==> src/rtl/ldpc_ber_tester_dec_model_pkg.sv <==
// Shared definitions for the hard-decision decoder stand-in.
// Holds bus width defaults, CTRL/STATUS field offsets and the FSM state type.
// Also provides a saturating 16-bit add used for the ones counter.
package ldpc_ber_tester_dec_model_pkg;

  localparam int DEF_LLR_W  = 8;
  localparam int DEF_DIN_W  = 128;
  localparam int DEF_DOUT_W = 128;

  // CTRL word fields
  localparam int CTRL_BEATS_LSB = 0;
  localparam int CTRL_ID_LSB    = 16;

  // STATUS word fields
  localparam int ST_ID_LSB      = 0;
  localparam int ST_ERR_LEN_BIT = 8;
  localparam int ST_ONES_LSB    = 16;

  typedef enum logic [1:0] {
    S_IDLE  = 2'd0,
    S_RUN   = 2'd1,
    S_DRAIN = 2'd2,
    S_STAT  = 2'd3
  } state_e;

  function automatic logic [15:0] sat_add16(input logic [15:0] a, input logic [15:0] b);
    logic [16:0] s;
    s = {1'b0, a} + {1'b0, b};
    return s[16] ? 16'hFFFF : s[15:0];
  endfunction

endpackage

==> src/rtl/ldpc_ber_tester_hard_slicer.sv <==
// Sign slicer: one hard bit per LLR (sign bit, so LLR 0 maps to 0) plus popcount.
// Purely combinational, zero latency.
// No flow control; the caller qualifies the result with its own handshake.
module ldpc_ber_tester_hard_slicer
  import ldpc_ber_tester_dec_model_pkg::*;
#(
  parameter int LLR_W = DEF_LLR_W,
  parameter int DIN_W = DEF_DIN_W,
  parameter int NL    = DIN_W / LLR_W,
  parameter int CW    = $clog2(NL + 1)
) (
  input  logic [DIN_W-1:0] din_i,
  output logic [NL-1:0]    bits_o,
  output logic [CW-1:0]    ones_o
);

  // Take the sign bit of every LLR and count how many are set
  always_comb begin
    bits_o = '0;
    ones_o = '0;
    for (int i = 0; i < NL; i++) begin
      bits_o[i] = din_i[LLR_W*i + LLR_W - 1];
      ones_o    = ones_o + CW'(bits_o[i]);
    end
  end

endmodule

==> config.mk <==
export PLATFORM = sky130hd
export DESIGN_NAME = ldpc_ber_tester_hard_slicer
export DESIGN_NICKNAME = d
export VERILOG_FILES = /design/src/rtl/ldpc_ber_tester_dec_model_pkg.sv /design/src/rtl/ldpc_ber_tester_hard_slicer.sv
export SDC_FILE = /design/constraint.sdc
export NUM_CORES = 1
export LEC_CHECK = 0
export CAP_MARGIN = 30
export CELL_PAD_IN_SITES_DETAIL_PLACEMENT = 0
export CELL_PAD_IN_SITES_GLOBAL_PLACEMENT = 1
export CORE_UTILIZATION = 10
export DETAILED_ROUTE_END_ITERATION = 7
export PLACE_DENSITY = 0.95
export SLEW_MARGIN = 20
export SYNTH_ARGS = -nofsm -noshare
export SYNTH_HDL_FRONTEND = slang
export SYNTH_SLANG_ARGS = --single-unit
==> constraint.sdc <==
create_clock -name vclk -period 4.6
set_clock_uncertainty 0.05 [all_clocks]
set_input_delay 0.46 -clock vclk [all_inputs]
set_output_delay 0.46 -clock vclk [all_outputs]
set_load 0.01 [all_outputs]
==> metrics.csv <==
stage,metric,value,unit
run,Max Cap Viol,0,
timing,RSZ-0062 raised after global routing,no,
setup_path,WP data required,4090,ps
placement,placed cell areas,881,sq um
synthesis,xor/xnor share of the synthesized area,3.32,%
setup_path,startpoint types,primary input,
setup_path,Crit. End Element,output pin,
placement,Final Wtd Congestion,0.616,
placement,Place WS,-442,ps
detailed_routing,Avg WL per Cell,6.72,microns
global_routing,pin count of the biggest net entering global routing,4,
synthesis,Compound-Gate Fraction of Synth Area,4.50,%
die,CORE AREA,5110,sq um
setup_path,WP data arrival,3910,ps
clocking,hold_buf cts,0,
global_routing,global-route wire length before repair,1410,microns
timing,Final Max Slew Viols,0,
die,I/O pins,149,
detailed_routing,Residual DRC,0,
detailed_routing,highest metal used,met3,
placement,post-DP HPWL,982,microns
cells_and_area,Antenna diodes,0,
timing,max frequency,0.226,GHz
synthesis,Synth Instances,63,
cells_and_area,FF+latch count,0,
detailed_routing,DR iter-0 viols,8,
cells_and_area,most frequent cells in the layout,"clkdlybuf4s50_1 (25), inv_1 (21), fa_1 (8), dlymetal6s2s_1 (8), inv_2 (5)",
power,leakage,0.489,nW
power,pwr dens,333,nW/um^2
synthesis,yosys warns,0,
synthesis,library cells used by synthesis,9,
cells_and_area,Total Nets Final,231,
cells_and_area,fin cells,156,
synthesis,Post-Synth Simple-Gate Area,1.18,%
synthesis,Synth Net Count,206,
synthesis,synthesized cell area,528,sq um
placement,placed cells,156,
detailed_routing,WL met2,469,microns
cells_and_area,"Design Area, Final",895,sq um
cells_and_area,"most common cell after layout, fill and taps aside",clkdlybuf4s50_1,
detailed_routing,M1 WL,446,microns
timing,Min Hold Slack,1470,ps
setup_path,critical path class,in2out,
synthesis,Syn Area/Cell,8.38,sq um
synthesis,post-synthesis sequential area ratio,0,%
timing,Final Hold Vio Count,0,
die,Initial Util,10.3,%
synthesis,Post-Synth Adder-Cell Area,49.8,%
timing,min cycle time layout,4420,ps
die,Die Area,5570,sq um
detailed_routing,DRT Pass-1 Iters,2,
cells_and_area,fraction of layout cells with a size suffix above 1,17.4,%
die,# rows,26,
synthesis,largest family of logic cells by synthesized area,adder cells,
timing,Tcrit/Tclk final,96.1,%
timing,Worst Max-Slew Pin Slew,130,ps
power,VDD IR max,0.108,mV
timing,"crit path setup slack, layout",180,ps
setup_path,maximum net fanout on the critical path,2,
outcome,run status,finished clean,
detailed_routing,Met3 Wirelength,132,microns
timing,final number of setup-violating endpoints,0,
detailed_routing,Via density,2.69,
die,Die X,74.7,microns
die,Die Ht,74.7,microns
detailed_routing,total number of vias,419,
cells_and_area,Layout area overhead,69.4,%
cells_and_area,fin util,17.5,%
detailed_routing,Antenna Nets Post-Route,0,
placement,IO Port Bufs,37,
global_routing,total global routing overflow,0,
detailed_routing,WL final,1050,microns
global_routing,vias in the first global route,352,
synthesis,post-synthesis mux area share,0,%
cells_and_area,CLK BUF,0,
hold_path,Hold WC Path Type,in2out,
global_routing,initial antenna violation count,0,
global_routing,global-route usage over all layers,3.20,%
timing,Max transition margin,91.3,%
cells_and_area,register area,0,sq um
==> cell type report <==
| class | count | area [sq um] |
|---|---|---|
| multi-input combinational | 21 | 318 |
| timing repair buffer | 39 | 392 |
| tap | 70 | 87.6 |
| fill | 567 | 4210 |
| inverter | 26 | 97.6 |
==> critical path, cell delays in order <==
cell and delay (ps):
clkdlybuf4s50_1 470, inv_1 50, fa_2 550, fa_1 430, fa_1 510, fa_1 410
inv_1 70, ha_2 180, inv_2 40, fa_2 360, nor2b_1 110, o21a_1 150
buf_6 110
==> repair_timing <==
action / 4_1_cts / 5_1_grt
pin swaps: 6 / 9
setup endpoints to repair: 4 / 5
buffers inserted: 0 / 0
resized for setup: 19 / 14
==> report_power, final <==
part / internal (mW) / switching, mW / total, mW / leakage [nW]
clock: 0 / 0 / 0 / 0
sequential: 0 / 0 / 0 / 0
combinational: 0.156 / 0.142 / 0.298 / 0.489
==> path summary, 6_finish.rpt <==
check	startpoint	to	slack, ps	cells after the start
setup / recovery	din_i[127]	ones_o[4]	180	13
hold / removal	din_i[47]	bits_o[5]	1470	2
==> Yosys cell counts, drive strengths merged <==
cell / number / area (sq um)
a21o: 1 / 7.51
a21oi: 1 / 8.76
buf: 16 / 120
fa: 10 / 200
ha: 5 / 62.6
inv: 26 / 97.6
nor2b: 1 / 6.26
o21a: 1 / 7.51
xnor2: 2 / 17.5
==> metal layers <==
layer  global-route usage, %  vias to the layer above
li1                        -                      202
met1                    4.63                      192
met2                    5.21                       25
met3                   0.669                        0
met4                       0                        0
met5                       0                        -
==> per-stage QoR <==
step / setup TNS (ps) / power [mW]
after global routing: 0 / 0.345
final: 0 / 0.298
after CTS: -33.6 / 0.306
after detailed placement: -1360 / 0.336
after floorplan: 0 / 0.185
after global placement: -1260 / 0.326
==> logic make-up after synthesis <==
logic type                 count (synthesis)
buffers and inverters                     42
and+or+nand+nor                            1
xor gates and xnor gates                   2
adders and majority gates                 15
AOI/OAI and AO/OA                          3
No activity file was read; power rests on OpenSTA's default activity.
